--- src/rtl/lp_piped_int_addsub.sv ---
// rtl/lp_piped_int_addsub.sv - pipelined SIMD integer add/sub with tagged, bubble-collapsing slots
// The result is computed once at insertion; later slots only carry it toward the output slot.
module lp_piped_int_addsub #(
  parameter int WIDTH       = 32,
  parameter int LANES       = 1,
  parameter int SAT_MODE    = 0,
  parameter int ID_WIDTH    = 8,
  parameter int STAGES      = 4,
  parameter int OP_ISO_MODE = 1,
  localparam int CW         = $clog2(STAGES + 1)
) (
  input  logic                 clk,
  input  logic                 rst,
  input  logic [WIDTH-1:0]     a,
  input  logic [WIDTH-1:0]     b,
  input  logic                 op,
  input  logic                 launch,
  input  logic [ID_WIDTH-1:0]  launch_id,
  input  logic                 flush,
  input  logic                 accept_n,
  output logic [WIDTH-1:0]     z,
  output logic [3*LANES-1:0]   status,
  output logic                 pipe_full,
  output logic                 pipe_ovf,
  output logic                 arrive,
  output logic [ID_WIDTH-1:0]  arrive_id,
  output logic                 push_out_n,
  output logic [CW-1:0]        pipe_census
);

  localparam int LW = WIDTH / LANES;

  // Index 0 is S1 (insertion slot), index STAGES-1 is the output slot.
  logic [STAGES-1:0]   v_q;
  logic [WIDTH-1:0]    z_q  [STAGES];
  logic [3*LANES-1:0]  st_q [STAGES];
  logic [ID_WIDTH-1:0] id_q [STAGES];
  logic [CW-1:0]       census_q;
  logic                ovf_q;

  logic [STAGES-1:0]   adv;
  logic                full_after;
  logic                push;
  logic                accept;
  logic [WIDTH-1:0]    calc_z;
  logic [3*LANES-1:0]  calc_st;
  logic [LW:0]         ext_a, ext_b, sum;
  logic [LW-1:0]       res;
  logic                lane_ovf;

  // A valid slot moves when any slot after it is empty or the output is being taken.
  always_comb begin
    adv        = '0;
    full_after = 1'b1;
    for (int k = STAGES - 1; k >= 0; k--) begin
      adv[k]     = v_q[k] & (~accept_n | ~full_after);
      full_after = full_after & v_q[k];
    end
  end

  assign push      = v_q[STAGES-1] & ~accept_n;
  assign pipe_full = v_q[0] & ~adv[0];
  assign accept    = launch & (flush | ~pipe_full);

  // One extra bit per lane exposes signed overflow as a disagreement of the top two bits.
  always_comb begin
    calc_z   = '0;
    calc_st  = '0;
    ext_a    = '0;
    ext_b    = '0;
    sum      = '0;
    res      = '0;
    lane_ovf = 1'b0;
    for (int l = 0; l < LANES; l++) begin
      ext_a    = {a[l*LW+LW-1], a[l*LW +: LW]};
      ext_b    = {b[l*LW+LW-1], b[l*LW +: LW]};
      sum      = op ? (ext_a - ext_b) : (ext_a + ext_b);
      lane_ovf = sum[LW] ^ sum[LW-1];
      res      = sum[LW-1:0];
      if ((SAT_MODE != 0) && lane_ovf)
        res = sum[LW] ? {1'b1, {(LW-1){1'b0}}} : {1'b0, {(LW-1){1'b1}}};
      calc_z[l*LW +: LW] = res;
      calc_st[3*l]       = (res == '0);
      calc_st[3*l+1]     = lane_ovf;
      calc_st[3*l+2]     = res[LW-1];
    end
  end

  always_ff @(posedge clk or posedge rst) begin
    if (rst) begin
      v_q      <= '0;
      census_q <= '0;
      ovf_q    <= 1'b0;
      for (int k = 0; k < STAGES; k++) begin
        z_q[k]  <= '0;
        st_q[k] <= '0;
        id_q[k] <= '0;
      end
    end else begin
      ovf_q    <= launch & pipe_full & ~flush;
      census_q <= flush ? CW'(accept) : (census_q + CW'(accept) - CW'(push));

      v_q[0] <= ((v_q[0] & ~adv[0]) & ~flush) | accept;
      if (accept || ((OP_ISO_MODE == 0) && !(v_q[0] && !adv[0]))) begin
        z_q[0]  <= calc_z;
        st_q[0] <= calc_st;
        id_q[0] <= launch_id;
      end

      for (int k = 1; k < STAGES; k++) begin
        v_q[k] <= ~flush & ((v_q[k] & ~adv[k]) | adv[k-1]);
        if (adv[k-1] || ((OP_ISO_MODE == 0) && !(v_q[k] && !adv[k]))) begin
          z_q[k]  <= z_q[k-1];
          st_q[k] <= st_q[k-1];
          id_q[k] <= id_q[k-1];
        end
      end
    end
  end

  assign arrive      = v_q[STAGES-1];
  assign z           = z_q[STAGES-1];
  assign status      = st_q[STAGES-1];
  assign arrive_id   = id_q[STAGES-1];
  assign push_out_n  = ~push;
  assign pipe_census = census_q;
  assign pipe_ovf    = ovf_q;

endmodule

--- config.mk ---
export PLATFORM = sky130hd
export DESIGN_NAME = lp_piped_int_addsub
export DESIGN_NICKNAME = d
export VERILOG_FILES = /design/src/rtl/lp_piped_int_addsub.sv
export SDC_FILE = /design/constraint.sdc
export NUM_CORES = 1
export LEC_CHECK = 0
export ABC_AREA = 1
export CORE_MARGIN = 2
export CORE_UTILIZATION = 52
export CTS_BUF_LIST = sky130_fd_sc_hd__clkbuf_8
export CTS_CLUSTER_SIZE = 16
export DETAILED_ROUTE_END_ITERATION = 6
export HOLD_SLACK_MARGIN = 0.12
export PLACE_DENSITY_LB_ADDON = 0.25
export SKIP_CTS_REPAIR_TIMING = 1
export SYNTH_ARGS = -nofsm -noshare
export SYNTH_HDL_FRONTEND = slang
export SYNTH_SLANG_ARGS = --single-unit
--- constraint.sdc ---
create_clock -name clk -period 5.6 [get_ports clk]
set_input_delay 1.12 -clock clk [delete_from_list [all_inputs] [get_ports clk]]
set_output_delay 1.12 -clock clk [all_outputs]
set_load 0.01 [all_outputs]
Word level (Yosys, flattened, before mapping)
Index checks and enable logic that the tools add are counted.
{"block": "classes", "n_eq_ne": 0, "order_cmp": 0, "bitwise_logic": 36, "mul": 0, "muxes": 2, "shifts": 0, "n_reduce_logical": 1, "div_mod_pow": 0, "add_sub_neg": 4}
{"op": "32-bit by 32-bit adder with 33-bit output", "count": 1}
{"op": "33-bit two-way mux", "count": 1}
{"op": "32-bit by 32-bit subtractor with 33-bit output", "count": 1}
{"op": "32-bit logical NOT", "count": 1}
{"op": "1-bit bitwise AND", "count": 17}
{"op": "1-bit NOT", "count": 10}
{"op": "1-bit OR", "count": 8}
{"op": "3-bit by 1-bit adder with 3-bit output", "count": 1}
{"op": "3-bit two-way mux", "count": 1}
{"op": "3-bit by 1-bit subtractor with 3-bit output", "count": 1}
{"op": "1-bit XOR", "count": 1}
{"block": "word_totals", "latchBits": 0, "in_bits": 78, "memories": 0, "word_cells": 58, "rom_bits": 0, "mem_bits_rw": 0, "ff_bits": 180}

Depth between registers and ports, before layout
Gate-level depths: netlist (run 1).
{"block": "logic_depth", "word_depth": 13, "mapped_depth": 26, "mapped_depth_nobuf": 26}

Worst setup path after synthesis (run 1)
No wires, ideal clock.
{"block": "synth_path", "path_type": "input to register", "from": "input port b[1]", "to": "register st_q[9] (netlist bit)", "path_slack_ns": 1.911, "t_required_ns": 5.535, "arrival_time_ns": 3.624, "stages": 21, "n_path_buf": 0, "cell_sequence": "inv_1 > ha_1 > nand4_1 > nor2_2 > nand2_2 > o21ai_0 > o21ai_0 > xor2_1 > ha_1 > nand2_1 > nor2_1 > inv_1 > nor3_2 > nand2_1 > nand4_1 > nand2_1 > nor2_1 > nand2_1 > nor2_1 > nand3_1 > nand2_1"}
{"block": "synth_between", "elab_chain_len": 3, "elab_cells_between_ends": 4}
{"element": "start, declared", "line_no": "15", "rtl": "input logic [WIDTH-1:0] b,"}
{"element": "32-bit by 32-bit adder with 33-bit output / 32-bit by 32-bit subtractor with 33-bit output (equally long branches)", "line_no": "77", "rtl": "sum = op ? (ext_a - ext_b) : (ext_a + ext_b);"}
{"element": "33-bit two-way mux *", "line_no": "77"}
{"element": "32-bit logical NOT *", "line_no": "83", "rtl": "calc_st[3*l] = (res == '0);"}
{"element": "end signal, assigned by index", "line_no": "114", "rtl": "st_q[k] <= st_q[k-1];"}
{"element": "end, declared", "line_no": "36", "rtl": "logic [3*LANES-1:0] st_q [STAGES];"}
Every way passes the cells marked *; elsewhere a longest branch is shown, timed or not.
A chain may end at the register's enable or synchronous reset.

Worst setup path after layout (run 1)
{"block": "layout_path", "from": "input port b[0]", "to": "register st_q[10] (netlist bit)"}
{"block": "layout_between", "elab_chain_len": 3, "elab_cells_between_ends": 4}
{"element": "32-bit by 32-bit adder with 33-bit output / 32-bit by 32-bit subtractor with 33-bit output (equally long branches)", "line_no": "77"}
{"element": "33-bit two-way mux *", "line_no": "77"}
{"element": "1-bit XOR *", "line_no": "78", "rtl": "lane_ovf = sum[LW] ^ sum[LW-1];"}
Marks and branches as above.

==> summary.md, run 1 <==
| Metric | Value |
|---|---|
| Final period utilization | `76.7%` |
| Vias in the first global route | `7723` |
| Hold_ws | `0.487 ns` |
| Total GRT Usage | `22.0%` |
| Dpl hpwl | `~18000 µm` |
| Flop pwr share | `44.8%` |
| CTS tree | `built` |
| Final Hold Vio Count | `0` |
| Largest area contributor in the netlist | `dfrtp_1` |
| CP max FO | `5` |
| FMAX | `233 MHz` |
| Initial antenna violation count | `0` |
| Synth Area in Simple Gates | `22.5%` |
| Nets | `between 1000 and 1500` |
| Clock skew | `0.0117 ns` |
| Clock-pin transition on the worst setup and hold timing paths | `0.09 ns` |
| Root buffer cell | `clkbuf_8` |
| Reg-to-reg startpoint | `v_q[3]` |
| Async set-or-reset flop fraction in the synthesized netlist | `100%` |
| Routability cong. | `about 0.91` |
| Largest net degree at the start of global routing | `64` |
| Clk network pwr share | `between 20% and 30%` |
| Initial Utilization | `a little over half` |
| Synth Area in Compound Gates | `5.35%` |
| Num CTS Buffers | `17` |
| Ranking of synthesized cells by area | `dfrtp_1 42%, nand2_1 13%, mux2_2 11%` |
| Mean post-synth cell area | `8.21 µm²` |
| Min-Delay Path Class | `reg -> reg` |
| RSZ-0062 raised after global routing | `no` |
| Yosys warns | `0` |
| Relative slew slack | `between 20 and 30%` |
| Pre-Repair DR Iteration Count | `5` |
| Top_reg_cell synth | `dfrtp_1` |
| Share of Yosys cell area claimed by the top area cell type | `42.4%` |
| Ant diodes | `0` |
| Synth unique cells | `38` |
| Total grt overflow | `0` |
| Outcome | `completed` |
| CP startpoint kind | `input pin` |
| Final setup margin | `approximately 1.3 ns` |
| P per Cell Area | `roughly 340 mW/mm²` |
| Mux contribution to synthesized area | `11.3%` |
| Post-synthesis xor/xnor area fraction | `3.03%` |
| Sequential share of the synthesized area | `a little over two fifths` |
| Final Max Slew Viols | `0` |
| TritonCTS sink count | `176` |
| Critical path type | `in -> reg` |
| Setup crit end kind | `flip-flop` |
| Synth Instances | `1266` |
| Avg Vias per Cell | `4.95` |
| Die span in y | `145 µm` |
| Synth Register Bits | `176` |
| Clock latency on the worst-skew pair | `0.45 ns` |
| DP Worst Slack | `0.825 ns` |
| DRC | `0` |
| CTS H-tree lvls | `4` |
| Post-Synth Adder-Cell Area | `4.60%` |
| Final setup fails | `0` |
| P_leak | `5.96 nW` |
| Syn Std Cell Area | `0.0104 mm²` |
| Number of port buffers | `127` |
| Rows | `between 50 and 60` |
| Maxcap violations | `0` |
| Part of the power in combinational logic | `33.3%` |
| Area Overhead vs Synth | `15.8%` |
| Final WL | `approximately 23000 µm` |
| Iteration-0 DRC Markers | `369` |
| Core footprint | `0.0195 mm²` |
| Hold Startpoint | `id_q[12]` |
| Largest family of logic cells by synthesized area | `simple AND/OR/NAND/NOR gates` |
| Post-synth EDFFs | `0` |
| Layout cells sized above 1 | `~14%` |
| Global-route wire length before repair | `between 30000 and 40000 µm` |
| Maximum VDD drop | `approximately 160 µV` |
| Sw Ratio | `32.4%` |
| Syn_nets | `approximately 1400` |
| Via count | `8068` |
| Min Tclk post-route | `4.29 ns` |
| P_sw | `1.32 mW` |
| Routed Antenna Nets | `0` |
| Worst path required time | `a little under 6 ns` |
| Die ar. | `0.0211 mm²` |
| Die X | `between 100 and 150 µm` |
| Worst setup path start | `b[0]` |
| Clock buffer depth | `2` |
| Boundary Pins | `roughly 130` |
| Setup TNS Final | `0 ns` |
| Critical Path AT | `4.63 ns` |
| Internal power | `2.76 mW` |
| Routed length per instance | `13.9 µm` |
| Slew at the pin closest to its max-slew limit | `1.09 ns` |
-- stage by stage --
stage,util (%),instance area (µm²),total power [mW],std cells
floorplan,-,10400,2.82,1266
global placement,59.5,11600,3.18,1597
detailed placement,59.5,11600,3.23,1597
CTS,61.6,12000,4.12,1629
global route,61.6,12000,4.36,1629
finish,61.6,12000,4.08,1629
-- cells in the mapped netlist, drive strengths merged (2+ instances only) --
cell	n
nor2	123
mux2	104
inv	180
fa	2
o21ai	41
nand2	361
ha	35
xnor2	16
dfrtp	176
a31oi	19
nor4	2
nor3	8
clkbuf	9
a21oi	37
nand3b	3
buf	60
nand4	12
xor2	20
nand3	51
-- worst max-delay path, stage by stage --
cell	delay, ns
clkdlybuf4s50_1	0.43
inv_1	0.10
ha_1	0.19
nand4_1	0.15
nor2_2	0.17
nand2_2	0.10
o21ai_0	0.30
o21ai_0	0.17
xor2_1	0.17
ha_1	0.36
nand2_1	0.10
nor2_1	0.19
nand2_1	0.11
nor2_1	0.09
nand2_1	0.11
nand3_1	0.16
a21oi_1	0.10
inv_1	0.06
nand3_1	0.06
nand2_1	0.15
nand2_1	0.08
nand2_1	0.09
nand2_1	0.04
-- power groups by stage --
stage	registers [mW]	clock network (mW)	logic [mW]
after floorplan	1.78	0	1.04
after global placement	1.84	0	1.34
after detailed placement	1.86	0	1.37
after CTS	1.83	0.918	1.38
after global routing	1.88	0.973	1.51
final	1.83	0.893	1.36
-- layout by cell type, fill, tap and decap left out, types with 16 or more instances in the layout --
cell type        netlist  routed
nand2_1              347     344
dfrtp_1              176     176
inv_1                175     174
clkdlybuf4s50_1        0     127
nor2_1               112     112
mux2_2               104     104
nand3_1               46      46
o21ai_0               40      40
a21oi_1               36      36
ha_1                  35      35
xor2_1                20      20
a31oi_1               19      19
clkbuf_8               0      18
nand2_2               14      17
xnor2_1               16      16
-- routing by layer --
metal	vias up	track usage [%]	wire length (µm)
met5	-	0	0
li1	4141	-	-
met3	34	2.76	827
met2	207	35.4	10400
met4	0	7.70	590
met1	3686	31.1	10800
-- worst paths after layout --
check	depth (start not counted)	endpoint	slack, ns
hold / removal	2	id_q[12]	0.49
max in group asynchronous	3	z_q[50]	3.73
hold reg to reg	2	id_q[12]	0.49
min in group asynchronous	2	pipe_census[1]	0.92
setup reg to reg	12	pipe_census[2]	3.10
setup / recovery	23	st_q[10]	1.31
-- layout make-up --
type | instances | area, µm²
clock inverter | 14 | 169
tap | 265 | 332
fill | 1780 | 7490
timing repair buffer | 135 | 1330
sequential | 176 | 4400
multi-input combinational | 840 | 4870
inverter | 181 | 683
clock buffer | 18 | 248
-- cell families after synthesis --
family | Yosys count
and+or+nand+nor | 561
buffers and inverters | 250
DFF | 176
muxes | 104
AOI/OAI and AO/OA | 102
adders and majority gates | 37
xor gates and xnor gates | 36
-- flip-flops by register name, summed over array words and instances, names as in the netlist --
name,cells
status,3
arrive_id,8
st_q,7
id_q,24
pipe_ovf,1
z,31
v_q,4
z_q,95
pipe_census,3
Power figures use the tool's default switching activity.
==> run 2: changes to the inputs <==
==> constraint.sdc (replaced) <==
create_clock -name clk -period 3.7 [get_ports clk]
set_input_delay 0.74 -clock clk [delete_from_list [all_inputs] [get_ports clk]]
set_output_delay 0.74 -clock clk [all_outputs]
set_load 0.01 [all_outputs]
==> run 2 against run 1 <==
Hold slack worse by 0.0018 ns. Count of clock-buffer cells in the layout is 1 lower. Highest routed layer unchanged. Critical path depth up 5. Sequential power grew 51%. Cell count grew 11%. Die area did not move. Critical path type unchanged. First-iteration DRC count shrank 1.4%. Final area rose by 14%.
==> summary.md, run 2 (same netlist as run 1, synthesis figures left out) <==
| Metric | Value |
|---|---|
| Largest register FFs | `95 (unchanged)` |
| FMAX | `281 MHz` |
| Hold Startpoint | `id_q[30] (was id_q[12])` |
| Root buffer cell | `clkbuf_8 (unchanged)` |
| Outcome | `completed (unchanged)` |
| Slew at the pin closest to its max-slew limit | `0.807 ns (was 1.09 ns)` |
| Avg Vias per Cell | `4.82 (was 4.95)` |
| CP startpoint kind | `input pin (unchanged)` |
| Layout cells sized above 1 | `27.9% (was 13.9%)` |
| Critical path type | `in -> reg (unchanged)` |
| Final setup fails | `0 (unchanged)` |
| Clock-pin transition on the worst setup and hold timing paths | `0.09 ns (about the same)` |
| Routability cong. | `0.956 (was 0.912)` |
| Global-route wire length before repair | `41300 µm (was 37900 µm)` |
| Worst path required time | `4.09 ns (was 5.94 ns)` |
| Rows | `51 (unchanged)` |
| Clock latency on the worst-skew pair | `0.45 ns (about the same)` |
| Initial Utilization | `53.2% (unchanged)` |
| Commonest non-fill, non-tap cell in the layout | `nand2_1 (unchanged)` |
| Vias in the first global route | `8613 (was 7723)` |
| Placed Area | `0.0130 mm² (was 0.0116 mm²)` |
| Min Tclk post-route | `3.56 ns` |
| Final instance area | `0.0137 mm² (was 0.0120 mm²)` |
| Nets | `1648 (was 1466)` |
| Reg-to-reg startpoint | `v_q[3] (unchanged)` |
| Clock buffer depth | `2 (unchanged)` |
| Dpl hpwl | `19700 µm (was 17900 µm)` |
| Boundary Pins | `128 (unchanged)` |
| CTS tree | `built (unchanged)` |
| Iteration-0 DRC Markers | `364 (was 369)` |
| DP Cell Count | `1770 (was 1597)` |
| Die X | `145 µm (unchanged)` |
| Final Hold Vio Count | `0 (unchanged)` |
| Hold_ws | `0.485 ns (was 0.487 ns)` |
| Critical Path AT | `3.95 ns (was 4.63 ns)` |
| Most frequent cells in the layout | `326 x nand2_1, 185 x buf_4, 176 x dfrtp_1 (was 344 x nand2_1, 176 x dfrtp_1, 174 x inv_1)` |
| Maximum VDD drop | `264 µV (was 164 µV)` |
| Core footprint | `0.0195 mm² (unchanged)` |
| Ant diodes | `0 (unchanged)` |
| Total grt overflow | `0 (unchanged)` |
| Die ar. | `0.0211 mm² (unchanged)` |
| Area Overhead vs Synth | `32.2% (was 15.8%)` |
| Setup crit end kind | `flip-flop (unchanged)` |
| Die span in y | `145 µm (unchanged)` |
| Clock skew | `0.0179 ns (was 0.0117 ns)` |
| CTS H-tree lvls | `4 (unchanged)` |
| Total power | `6.57 mW (was 4.08 mW)` |
| Pre-Repair DR Iteration Count | `5 (unchanged)` |
| Fillers | `1606 (was 1780)` |
| Worst setup path start | `b[14] (was b[0])` |
| Final core occ | `70.4% (was 61.6%)` |
| TritonCTS sink count | `176 (unchanged)` |
| Via count | `8736 (was 8068)` |
| Total GRT Usage | `23.9% (was 22.0%)` |
| Initial antenna violation count | `0 (unchanged)` |
| Number of port buffers | `127 (unchanged)` |
| P per Cell Area | `478 mW/mm² (was 339 mW/mm²)` |
| Maxcap violations | `0 (unchanged)` |
| Num CTS Buffers | `17 (unchanged)` |
| Final WL | `24800 µm (was 22600 µm)` |
| P_leak | `6.93 nW (was 5.96 nW)` |
| Routed length per instance | `13.7 µm (was 13.9 µm)` |
| CP max FO | `3 (was 5)` |
| Largest net degree at the start of global routing | `60 (was 64)` |
| Min-Delay Path Class | `reg -> reg (unchanged)` |
| Final period utilization | `96.2%` |
| DRC | `0 (unchanged)` |
| Relative slew slack | `46.1% (was 26.9%)` |
| Routed Antenna Nets | `0 (unchanged)` |
| Layout Cells excl Fill | `1811 (was 1629)` |
| Final Max Slew Viols | `0 (unchanged)` |
| Largest Register | `z_q (unchanged)` |
run 2: per-layer routing:
layer  track usage (%)  share of wire, %  vias up
met5                 0                 0        -
met3              2.85               3.4       29
li1                  -                 -     4506
met1              32.1                46     4002
met2              40.9                49      199
met4              6.96               1.9        0
run 2: path summary, 6_finish.rpt:
kind                       slack [ns]              to  depth (start not counted)
min                              0.48        id_q[30]                          2
min in group asynchronous        0.66    arrive_id[6]                          2
max                              0.14         st_q[9]                         28
min reg2reg                      0.48        id_q[30]                          2
max reg2reg                      1.34  pipe_census[2]                         12
max in group asynchronous        2.31           z[26]                          3
run 2: worst max-delay path: stages:
cell and delay (ns):
clkdlybuf4s50_1 0.41, inv_2 0.07, nand2_2 0.07, nor3_4 0.21, nand3_2 0.13, o21ai_4 0.20
inv_2 0.09, nor2_4 0.14, nand2_1 0.08, xnor2_1 0.19, ha_1 0.27, buf_4 0.15
buf_4 0.13, nand2_4 0.08, inv_1 0.04, nand2_1 0.05, nand2_1 0.06, inv_1 0.09
nand2_1 0.09, a21oi_2 0.13, nand2_1 0.06, nand2_1 0.07, nand2_1 0.05, nor2_1 0.08
nand2_1 0.06, nor2_1 0.08, nand3_1 0.07, nand2_1 0.06
run 2: per-stage QoR:
step,setup WS [ns],TNS [ns]
final,0.140,0
after CTS,-0.152,-0.177
after detailed placement,-0.615,-5.36
after floorplan,0.391,0
after global placement,-0.609,-4.31
after global routing,-0.0449,-0.0977
run 2: area by class of cell:
type                       instances  area (µm²)  share of cell area, %
tap                              265         332                   2.41
timing repair buffer             317        2780                   20.2
sequential                       176        4400                   32.0
multi-input combinational        840        5150                   37.5
clock inverter                    15         160                   1.17
inverter                         181         683                   4.97
clock buffer                      17         234                   1.70
run 2: power breakdown:
group	switching [mW]	total (mW)	internal, mW
Clock	0.686	1.29	0.608
Sequential	0.297	2.77	2.47
Combinational	1.12	2.50	1.38
Total	2.11	6.57	4.46
==> run 3: changes to the inputs <==
--- a/config.mk
+++ b/config.mk
@@ -7,7 +7,7 @@
 export LEC_CHECK = 0
 export ABC_AREA = 1
 export CORE_MARGIN = 2
-export CORE_UTILIZATION = 52
+export CORE_UTILIZATION = 53
 export CTS_BUF_LIST = sky130_fd_sc_hd__clkbuf_8
 export CTS_CLUSTER_SIZE = 16
 export DETAILED_ROUTE_END_ITERATION = 6
==> constraint.sdc (replaced) <==
create_clock -name clk -period 3.7 [get_ports clk]
set_input_delay 0.74 -clock clk [delete_from_list [all_inputs] [get_ports clk]]
set_output_delay 0.74 -clock clk [all_outputs]
set_load 0.005 [all_outputs]
==> run 3 against run 2 <==
Global-route usage up 0.073 points. Largest cell class unchanged. Sequential power barely moved. Fmax up 0.38%. Hold slack improved by 0.0015 ns. Critical path depth decreased by 5. First-iteration DRC count is 23% lower. Utilization shrank 0.35 points. Register-to-register slack improved by 0.17 ns. Cell count is 1.5% lower.
==> summary.md, run 3 (same netlist as run 1, synthesis figures left out) <==
| Metric | Value |
|---|---|
| Final period utilization | `95.9% (was 96.2%)` |
| Die ar. | `0.0207 mm² (was 0.0211 mm²)` |
| Core footprint | `0.0193 mm² (was 0.0195 mm²)` |
| Final Max Slew Viols | `0 (unchanged)` |
| Number of port buffers | `127 (unchanged)` |
| Clock skew | `0.0132 ns (was 0.0179 ns)` |
| Global-route wire length before repair | `39500 µm (was 41300 µm)` |
| CTS H-tree lvls | `4 (unchanged)` |
| Clock-pin transition on the worst setup and hold timing paths | `0.10 ns (was 0.09 ns)` |
| Final Hold Vio Count | `0 (unchanged)` |
| Fillers | `1562 (was 1606)` |
| Hold_ws | `0.486 ns (was 0.485 ns)` |
| Area Overhead vs Synth | `30.3% (was 32.2%)` |
| Worst setup path start | `b[1] (was b[14])` |
| FMAX | `282 MHz (was 281 MHz)` |
| CP startpoint kind | `input pin (unchanged)` |
| Hold Startpoint | `id_q[12] (was id_q[30])` |
| Maximum VDD drop | `276 µV (was 264 µV)` |
| Boundary Pins | `128 (unchanged)` |
| Final setup margin | `0.153 ns (was 0.140 ns)` |
| Min Tclk post-route | `3.55 ns (was 3.56 ns)` |
| Maxcap violations | `0 (unchanged)` |
| CP Cell Sequence | `clkdlybuf4s50_1, inv_2, ha_2, nand4_1, nor2_2, nand2_2, nand2_2, o21a_1, xor2_1, ha_2, nand2_2, inv_2, nand2_1, buf_4, nor2_4, nand4_1, nand4_1, nand2_1, nor2_1, nand2_1, nor2_1, nand3_1, nand2_1` |
| Relative slew slack | `51.1% (was 46.1%)` |
| Final core occ | `70.0% (was 70.4%)` |
| DP Worst Slack | `-0.432 ns (was -0.615 ns)` |
| Vias in the first global route | `8347 (was 8613)` |
| Placed Area | `0.0128 mm² (was 0.0130 mm²)` |
| P per Cell Area | `471 mW/mm² (was 478 mW/mm²)` |
| Die span in y | `144 µm (was 145 µm)` |
| Num CTS Buffers | `17 (unchanged)` |
| WP buf/inv | `4 (was 7)` |
| Slew at the pin closest to its max-slew limit | `0.732 ns (was 0.807 ns)` |
| P_leak | `6.75 nW (was 6.93 nW)` |
| Critical path's slowest cell | `clkdlybuf4s50_1 (unchanged)` |
| Ant diodes | `0 (unchanged)` |
| Worst path required time | `4.08 ns (was 4.09 ns)` |
| Initial Utilization | `53.8% (was 53.2%)` |
| Critical Path AT | `3.92 ns (was 3.95 ns)` |
| Critical path type | `in -> reg (unchanged)` |
| Total GRT Usage | `23.9% (about the same)` |
| Final WL | `24000 µm (was 24800 µm)` |
| Rows | `51 (unchanged)` |
| Min-Delay Path Class | `reg -> reg (unchanged)` |
| Avg Vias per Cell | `4.88 (was 4.82)` |
| Most frequent cells in the layout | `325 x nand2_1, 176 x dfrtp_1, 170 x inv_1 (was 326 x nand2_1, 185 x buf_4, 176 x dfrtp_1)` |
| Largest net degree at the start of global routing | `62 (was 60)` |
| TritonCTS sink count | `176 (unchanged)` |
| Via count | `8707 (was 8736)` |
| Nets | `1621 (was 1648)` |
| CP peak stage delay | `0.41 ns (about the same)` |
| Setup crit end kind | `flip-flop (unchanged)` |
| Cell mode on critical path | `nand2_1 (unchanged)` |
| Largest Register | `z_q (unchanged)` |
| Reg-to-reg startpoint | `v_q[3] (unchanged)` |
| Die X | `144 µm (was 145 µm)` |
| Total grt overflow | `0 (unchanged)` |
| Setup TNS Final | `0 ns (unchanged)` |
| Routability cong. | `0.930 (was 0.956)` |
| Layout cells sized above 1 | `26.9% (was 27.9%)` |
| Routed Antenna Nets | `0 (unchanged)` |
| Clock latency on the worst-skew pair | `0.44 ns (was 0.45 ns)` |
| Outcome | `completed (unchanged)` |
| Initial antenna violation count | `0 (unchanged)` |
| Iteration-0 DRC Markers | `281 (was 364)` |
| Dpl hpwl | `19200 µm (was 19700 µm)` |
| Reg2Reg Setup Slack | `1.51 ns (was 1.34 ns)` |
| Largest register FFs | `95 (unchanged)` |
| DRC | `0 (unchanged)` |
| Clock buffer depth | `2 (unchanged)` |
| Commonest non-fill, non-tap cell in the layout | `nand2_1 (unchanged)` |
| Pre-Repair DR Iteration Count | `5 (unchanged)` |
| Routed length per instance | `13.4 µm (was 13.7 µm)` |
| CP max FO | `4 (was 3)` |
| CTS tree | `built (unchanged)` |
| Final setup fails | `0 (unchanged)` |
| Root buffer cell | `clkbuf_8 (unchanged)` |
| Final instance area | `0.0135 mm² (was 0.0137 mm²)` |
| Crit-path leading delay family | `simple AND/OR/NAND/NOR gates (unchanged)` |
-- run 3: cell types whose count changed in the layout (fill, tap and decap cells not counted), sizes merged --
cell / change
clkinvlp: -3
inv: +5
clkdlybuf4s50: +3
buf: -27
bufinv: -2
dlymetal6s2s: -3
-- run 3: path summary, 6_finish.rpt --
kind                                  endpoint  cells after the start
min in group asynchronous       pipe_census[2]                      2
worst max-delay path                   st_q[9]                     23
worst min-delay path                  id_q[12]                      2
worst max register to register  pipe_census[2]                     12
worst min register to register        id_q[12]                      2
max in group asynchronous             z_q[107]                      3
-- run 3: worst reg2reg max path, cell delays in order, from the launching register on --
cell and delay [ns]:
dfrtp_1 0.41, nand2_1 0.12, nor2_1 0.07, nand2_1 0.13, nor2_2 0.06, nand2_1 0.11, nand2_2 0.07, ha_1 0.27
inv_1 0.04, ha_1 0.19, fa_1 0.39, o21ai_0 0.18, a21oi_1 0.06
-- run 3: final cells by class --
cell class / instances / area [µm²] / area share, %
Clock buffer: 17 / 234 / 1.73
Tap cell: 265 / 332 / 2.45
Sequential cell: 176 / 4400 / 32.5
Timing Repair Buffer: 290 / 2560 / 18.9
Inverter: 181 / 683 / 5.05
Multi-Input combinational cell: 840 / 5180 / 38.3
Clock inverter: 15 / 139 / 1.03
-- run 3: per-stage QoR --
step,power [mW],std cells
finish,6.37,1784
global route,6.80,1784
CTS,6.33,1778
detailed placement,5.10,1746
global placement,5.01,1746
floorplan,4.17,1266
-- run 3: routing by layer --
layer / track usage (%) / part of all wire, % / vias to the layer above
met1: 32.4 / 46 / 4053
met3: 2.28 / 3.0 / 20
met5: 0 / 0 / -
li1: - / - / 4449
met4: 5.93 / 1.2 / 0
met2: 41.6 / 49 / 185
-- run 3: report_power, final --
part	total (mW)	switching, mW	internal, mW
sequential	2.77	0.300	2.47
clock	1.23	0.728	0.498
combinational	2.37	1.03	1.35
total	6.37	2.05	4.32
